<file path="src/rtl/lau_pkg.sv">
`default_nettype none
// ============================================================================
// Package  : lau_pkg
// Purpose  : Shared types for the logic/arithmetic unit blocks.
//            speed_e - prefix-tree topology selector for PrefixAndOr
//            pao_state_e - operand-tracking state of prefix_and_or_serial
// Revision : 1.0 - initial release
// ============================================================================
package lau_pkg;

  // Prefix-tree topology: SLOW = ripple chain, MEDIUM = Sklansky,
  // FAST = Kogge-Stone.
  typedef enum logic [1:0] {
    SLOW   = 2'd0,
    MEDIUM = 2'd1,
    FAST   = 2'd2
  } speed_e;

  // IDLE: the next accepted beat starts a new operand.
  // BUSY: a multi-beat operand is in progress; carry/pacc are live.
  typedef enum logic [0:0] {
    IDLE = 1'b0,
    BUSY = 1'b1
  } pao_state_e;

endpackage : lau_pkg
`default_nettype wire

</file>
<file path="src/rtl/PrefixAndOr.sv">
`default_nettype none
// ============================================================================
// Module   : PrefixAndOr
// Purpose  : Combinational group prefix of (generate, propagate) pairs.
//            GT[i] = G[i] | P[i]&G[i-1] | ... ;  PT[i] = &P[i:0]
// Ports    : GI [width-1:0] in  - per-bit generate
//            PI [width-1:0] in  - per-bit propagate
//            GT [width-1:0] out - prefix generate from bit 0 to bit i
//            PT [width-1:0] out - prefix propagate from bit 0 to bit i
// Revision : 1.0 - initial release
// ============================================================================
module PrefixAndOr
  import lau_pkg::*;
#(
  parameter int     width = 8,
  parameter speed_e speed = FAST
) (
  input  logic [width-1:0] GI,
  input  logic [width-1:0] PI,
  output logic [width-1:0] GT,
  output logic [width-1:0] PT
);

  if (speed == SLOW) begin : g_ripple
    always_comb begin
      GT    = '0;
      PT    = '0;
      GT[0] = GI[0];
      PT[0] = PI[0];
      for (int i = 1; i < width; i++) begin
        GT[i] = GI[i] | (PI[i] & GT[i-1]);
        PT[i] = PI[i] & PT[i-1];
      end
    end
  end else if (speed == MEDIUM) begin : g_sklansky
    localparam int LV = $clog2(width);
    logic [LV:0][width-1:0] gl;
    logic [LV:0][width-1:0] pl;
    always_comb begin
      gl    = '0;
      pl    = '0;
      gl[0] = GI;
      pl[0] = PI;
      for (int l = 0; l < LV; l++) begin
        for (int i = 0; i < width; i++) begin
          // Upper half of each 2^(l+1) block combines with the top bit of
          // the lower half, which already holds that half's full prefix.
          if (((i >> l) & 1) == 1) begin
            gl[l+1][i] = gl[l][i] | (pl[l][i] & gl[l][((i >> l) << l) - 1]);
            pl[l+1][i] = pl[l][i] & pl[l][((i >> l) << l) - 1];
          end else begin
            gl[l+1][i] = gl[l][i];
            pl[l+1][i] = pl[l][i];
          end
        end
      end
    end
    assign GT = gl[LV];
    assign PT = pl[LV];
  end else begin : g_kogge
    localparam int LV = $clog2(width);
    logic [LV:0][width-1:0] gl;
    logic [LV:0][width-1:0] pl;
    always_comb begin
      gl    = '0;
      pl    = '0;
      gl[0] = GI;
      pl[0] = PI;
      for (int l = 0; l < LV; l++) begin
        for (int i = 0; i < width; i++) begin
          if (i >= (1 << l)) begin
            gl[l+1][i] = gl[l][i] | (pl[l][i] & gl[l][i - (1 << l)]);
            pl[l+1][i] = pl[l][i] & pl[l][i - (1 << l)];
          end else begin
            gl[l+1][i] = gl[l][i];
            pl[l+1][i] = pl[l][i];
          end
        end
      end
    end
    assign GT = gl[LV];
    assign PT = pl[LV];
  end

endmodule : PrefixAndOr
`default_nettype wire

</file>
<file path="src/rtl/prefix_and_or_serial.sv">
`default_nettype none
// ============================================================================
// Module   : prefix_and_or_serial
// Purpose  : Word-serial prefix AND-OR. Operands arrive LSB-beat first; each
//            beat's group prefix is folded with the carry and accumulated
//            propagate of the earlier beats of the same operand.
// Ports    : CLK, RST            - clock, async active-high reset
//            InValid/InReady     - input beat handshake
//            First/Last          - operand boundary markers
//            CI                  - operand carry-in (First beats only)
//            GI, PI [width-1:0]  - generate / propagate in
//            OutValid/OutReady   - output beat handshake
//            GO, PO [width-1:0]  - folded prefix generate / propagate
//            OutLast             - output beat ends its operand
//            COut                - GO[width-1] (operand carry-out on OutLast)
// Revision : 1.0 - initial release
// ============================================================================
module prefix_and_or_serial
  import lau_pkg::*;
#(
  parameter int     width = 8,
  parameter speed_e speed = FAST
) (
  input  logic             CLK,
  input  logic             RST,
  input  logic             InValid,
  output logic             InReady,
  input  logic             First,
  input  logic             Last,
  input  logic             CI,
  input  logic [width-1:0] GI,
  input  logic [width-1:0] PI,
  output logic             OutValid,
  input  logic             OutReady,
  output logic [width-1:0] GO,
  output logic [width-1:0] PO,
  output logic             OutLast,
  output logic             COut
);

  logic [width-1:0] gt;
  logic [width-1:0] pt;

  PrefixAndOr #(
    .width (width),
    .speed (speed)
  ) u_prefix (
    .GI (GI),
    .PI (PI),
    .GT (gt),
    .PT (pt)
  );

  pao_state_e       state_q, state_d;
  logic             carry_q, carry_d;
  logic             pacc_q,  pacc_d;
  logic             valid_q, valid_d;
  logic [width-1:0] go_q,    go_d;
  logic [width-1:0] po_q,    po_d;
  logic             last_q,  last_d;
  logic             cout_q,  cout_d;

  logic             accept;
  logic             eff_first;
  logic             cin;
  logic             pin;
  logic [width-1:0] go_n;
  logic [width-1:0] po_n;

  // Single output register: room is available when it is empty or being
  // drained this cycle.
  assign InReady = !valid_q | OutReady;
  assign accept  = InValid & InReady;

  // A beat seen while IDLE always starts an operand, even without First.
  assign eff_first = First | (state_q == IDLE);
  assign cin       = eff_first ? CI   : carry_q;
  assign pin       = eff_first ? 1'b1 : pacc_q;
  assign go_n      = gt | (pt & {width{cin}});
  assign po_n      = pt & {width{pin}};

  always_comb begin
    state_d = state_q;
    carry_d = carry_q;
    pacc_d  = pacc_q;
    valid_d = valid_q;
    go_d    = go_q;
    po_d    = po_q;
    last_d  = last_q;
    cout_d  = cout_q;
    if (accept) begin
      valid_d = 1'b1;
      go_d    = go_n;
      po_d    = po_n;
      last_d  = Last;
      cout_d  = go_n[width-1];
      if (Last) begin
        state_d = IDLE;
        carry_d = 1'b0;
        pacc_d  = 1'b0;
      end else begin
        state_d = BUSY;
        carry_d = go_n[width-1];
        pacc_d  = po_n[width-1];
      end
    end else if (OutReady) begin
      valid_d = 1'b0;
    end
  end

  always_ff @(posedge CLK or posedge RST) begin
    if (RST) begin
      state_q <= IDLE;
      carry_q <= 1'b0;
      pacc_q  <= 1'b0;
      valid_q <= 1'b0;
      go_q    <= '0;
      po_q    <= '0;
      last_q  <= 1'b0;
      cout_q  <= 1'b0;
    end else begin
      state_q <= state_d;
      carry_q <= carry_d;
      pacc_q  <= pacc_d;
      valid_q <= valid_d;
      go_q    <= go_d;
      po_q    <= po_d;
      last_q  <= last_d;
      cout_q  <= cout_d;
    end
  end

  assign OutValid = valid_q;
  assign GO       = go_q;
  assign PO       = po_q;
  assign OutLast  = last_q;
  assign COut     = cout_q;

endmodule : prefix_and_or_serial
`default_nettype wire

</file>
<file path="config.mk">
export PLATFORM = sky130hd
export DESIGN_NAME = prefix_and_or_serial
export DESIGN_NICKNAME = d
export VERILOG_FILES = /design/src/rtl/lau_pkg.sv /design/src/rtl/PrefixAndOr.sv /design/src/rtl/prefix_and_or_serial.sv
export SDC_FILE = /design/constraint.sdc
export NUM_CORES = 1
export LEC_CHECK = 0
export CAP_MARGIN = 20
export CORE_ASPECT_RATIO = 0.7
export CORE_MARGIN = 2
export CORE_UTILIZATION = 42
export CTS_CLUSTER_DIAMETER = 40
export DETAILED_ROUTE_END_ITERATION = 8
export PLACE_DENSITY = 0.78
export SLEW_MARGIN = 25
export SYNTH_ARGS = -nofsm -noshare
export SYNTH_HDL_FRONTEND = slang
export SYNTH_SLANG_ARGS = --single-unit
export TNS_END_PERCENT = 100
</file>
<file path="constraint.sdc">
create_clock -name CLK -period 1.4 [get_ports CLK]
set_clock_uncertainty 0.05 [all_clocks]
set_input_delay 0.14 -clock CLK [delete_from_list [all_inputs] [get_ports CLK]]
set_output_delay 0.14 -clock CLK [all_outputs]
set_load 0.02 [all_outputs]
</file>
==> impl_metrics.py <==
metrics = {
    "die": {
        "design.die.area_um2": 3034,
        "floorplan.initialDensity_pct": 44.48,
        "die_width_um": 64.99,
        "io_pins": 43,
        "floorplan.rows": 15,
        "floorplan.core_area_um2": 2459,
        "dieHeight_um": 46.69,
    },
    "critical_path": {
        "setup.worst_path.end_class": "flip-flop",
        "path_class": "reg -> reg",
        "worst-endpoint-arrival_ns": 1.45,
        "worstReg2RegStart": "state_q",
        "critical_path.max_fanout": 4,
        "worst-endpoint-required_ns": 1.50,
        "worstPathCellList": "nand2b_4 > mux2i_4 > o41ai_4 > o41ai_2",
        "crit_start": "state_q",
        "worst_path_largest_cell_delay_ns": 0.42,
        "critical_path.slowest_cell": "dfrtp_1",
        "startpoint_type": "flip-flop",
    },
    "synthesis": {
        "async_flop_share_pct": 100.0,
        "post_synth.cell_area_avg_um2": 9.764,
        "yosys.area_share.adder_pct": 0,
        "synthesis.instances": 112,
        "synth_top_family_by_area": "simple AND/OR/NAND/NOR gates",
        "postSynthNetCount": 135,
        "synth.largest_area_cell": "dfrtp_1",
        "post_synth_design_cell_area_um2": 1094,
        "synth.cells.most_frequent": "nand2_1, dfrtp_1, o21ai_0",
        "yosys.area.top_type_share_pct": 48.05,
        "synth.top_cells.by_area": "dfrtp_1, nand2_1, o21ai_0, a21oi_1, nand2b_4",
        "ys_seq_area_share_pct": 48.05,
        "synth.distinct_cells": 35,
        "fraction_of_the_mapped_netlist_area_in_simple_logic_gates_pct": 21.97,
        "synth_edf_count": 0,
        "synthFlopType": "dfrtp_1",
        "post_synth_mux_area_share_pct": 6.293,
        "number_of_storage_elements_in_the_synthesis_netlist": 21,
        "ys.warnings.count": 0,
        "yosysMostFrequentCell": "nand2_1",
        "area_share_of_xor_xnor_cells_in_the_synthesized_design_pct": 0,
        "synth_compound_gate_area_share_pct": 20.14,
    },
    "timing": {
        "setup_repair_after_global_routing_missed_its_margin": "yes",
        "achievable-frequency_mhz": 741.9,
        "timing.final.hold_violations": 0,
        "max_slew.worst_pin.slew_ns": 0.3577,
        "final.period_utilization_pct": 96.28,
        "hold-worst-slack_ns": 0.1527,
        "slew_viol_final": 0,
        "finish_stage_setup_viols": 0,
        "finalCriticalPeriod_ns": 1.348,
        "slew_headroom_pct": 75.97,
    },
    "global_route": {
        "gr_usage_total_pct": 20.51,
        "grt_overflow": 0,
        "antenna_found_initial": 0,
        "grt_pass1_wl_um": 4471,
        "grt_start_max_net_pins": 22,
        "first_global_vias": 940,
    },
    "finish": {
        "antenna_cells": 0,
        "synthesis_to_layout_area_growth_pct": 52.63,
        "utilization_pct": 67.89,
        "layout.nets": 191,
        "drive_above_1_share_pct": 20.36,
    },
    "clock_tree": {
        "clk_transition_reported_paths_ns": 0.08,
        "postCtsSetupRepairBufs": 0,
        "cts_tree": "done",
        "cts.sinks": 21,
        "clk-insertion-delay-late_ns": 0.26,
        "clock_path_buffers": 2,
        "hold_buffers": 0,
        "cts_made_buffers": 3,
        "cts_htree_levels": 1,
        "clockRootBuffer": "clkbuf_8",
    },
    "drt": {
        "detail_route.iter0.violations": 95,
        "number_of_nets_still_failing_antenna_checks_after_routing": 0,
        "drc": 0,
        "via_count": 1033,
        "post_drt_wl_per_cell_um": 14.25,
        "totalWireLength_um": 2865,
        "detail_route.first_pass.iterations": 4,
        "via_count_normalized_by_instance_count": 5.139,
    },
    "pwr": {
        "worst_ir_drop_vdd_mv": 0.6497,
        "power.static_leakage_uw": 0.0007984,
        "p_per_area_nw_per_um2": 947.6,
    },
    "placed_design": {
        "dp_hpwl_um": 2191,
        "buffer_ports.inserted": 42,
        "globalplace.congestion": 0.8988,
    },
    "job": {
        "timing.max_cap.violations": 0,
    },
    "outcome": {
        "status": "complete, no violations",
    },
    "hold_path": {
        "hold_path_class": "in -> async",
    },
}
## final timing paths
check	depth (start not counted)	slack, ns	to
min in group CLK	3	0.37	OutLast
max	4	0.05	GO[6]
min	3	0.15	state_q
min reg2reg	2	0.43	GO[0]
max in group asynchronous	3	0.93	GO[4]
max reg2reg	4	0.05	GO[6]
## area by class of cell
| type | instances | area, um^2 |
|---|---|---|
| Timing Repair Buffer | 55 | 500.5 |
| Inverter | 3 | 11.26 |
| Clock inverter | 1 | 5.005 |
| Fill cell | 212 | 789.5 |
| Sequential cell | 21 | 525.5 |
| Tap cell | 34 | 42.54 |
| Multi-Input combinational cell | 84 | 543.0 |
| Clock buffer | 3 | 41.29 |
## cells in the final DEF (no fill, tap or decap), drive strengths merged
cell           count
a221oi             1
nor3               2
o41ai              3
dlygate4sd2       18
o21ai             13
o31ai              2
inv                3
clkinv             1
or2                1
and2               1
buf               13
clkdlybuf4s50     22
mux2i              3
dlymetal6s2s       2
o21a               1
dfrtp             21
mux2               2
or3                1
a21oi              8
nand2             30
o211ai             2
nand2b             5
nor2               4
o22ai              1
nand3              4
clkbuf             3
## metal layers
metal	track usage, %	part of all wire, %
met5	0	0
met4	8.085	2.1
met3	5.134	6.9
met2	33.40	45
met1	26.75	46
## through the flow
stage                     setup WS (ns)  power [uW]  cells    TNS, ns  instance area (um^2)
after global routing          -0.007325        1659    201  -0.009529                  1669
after floorplan                0.003980       960.8    112          0                  1094
after global placement          -0.1855        1216    197     -1.582                  1627
after detailed placement        -0.2230        1228    197     -2.088                  1627
after CTS                      0.001171        1586    201          0                  1650
final                           0.05205        1582    201          0                  1669
## timing repair
item | CTS | global route
pin swaps | 0 | 0
endpoints found under the setup margin | 18 | 5
resized for setup | 18 | 4
## where the power goes
group / internal (uW) / total, uW / switching [uW]
Combinational: 218 / 471 / 253
Clock: 199 / 407 / 208
Sequential: 668 / 704 / 36.3
## cell families (layout without fill, tap and decap cells)
kind of cell,count (synthesis),in the layout
and+or+nand+nor,48,48
AOI/OAI and AO/OA,31,31
DFF,21,21
buffers and inverters,7,62
muxes,5,5
## worst max-delay path: cells and delay by family, from the launching register on
kind | cells | cell delay, ns
flops | 1 | 0.42
compound gates | 2 | 0.35
mux | 1 | 0.30
simple gates | 1 | 0.10
## state kept, by name, summed over array words and instances, names as in the netlist
register and flops:
state_q 1, carry_q 1, OutValid 1, GO 8, PO 8, OutLast 1
pacc_q 1
Power figures use the tool's default switching activity.
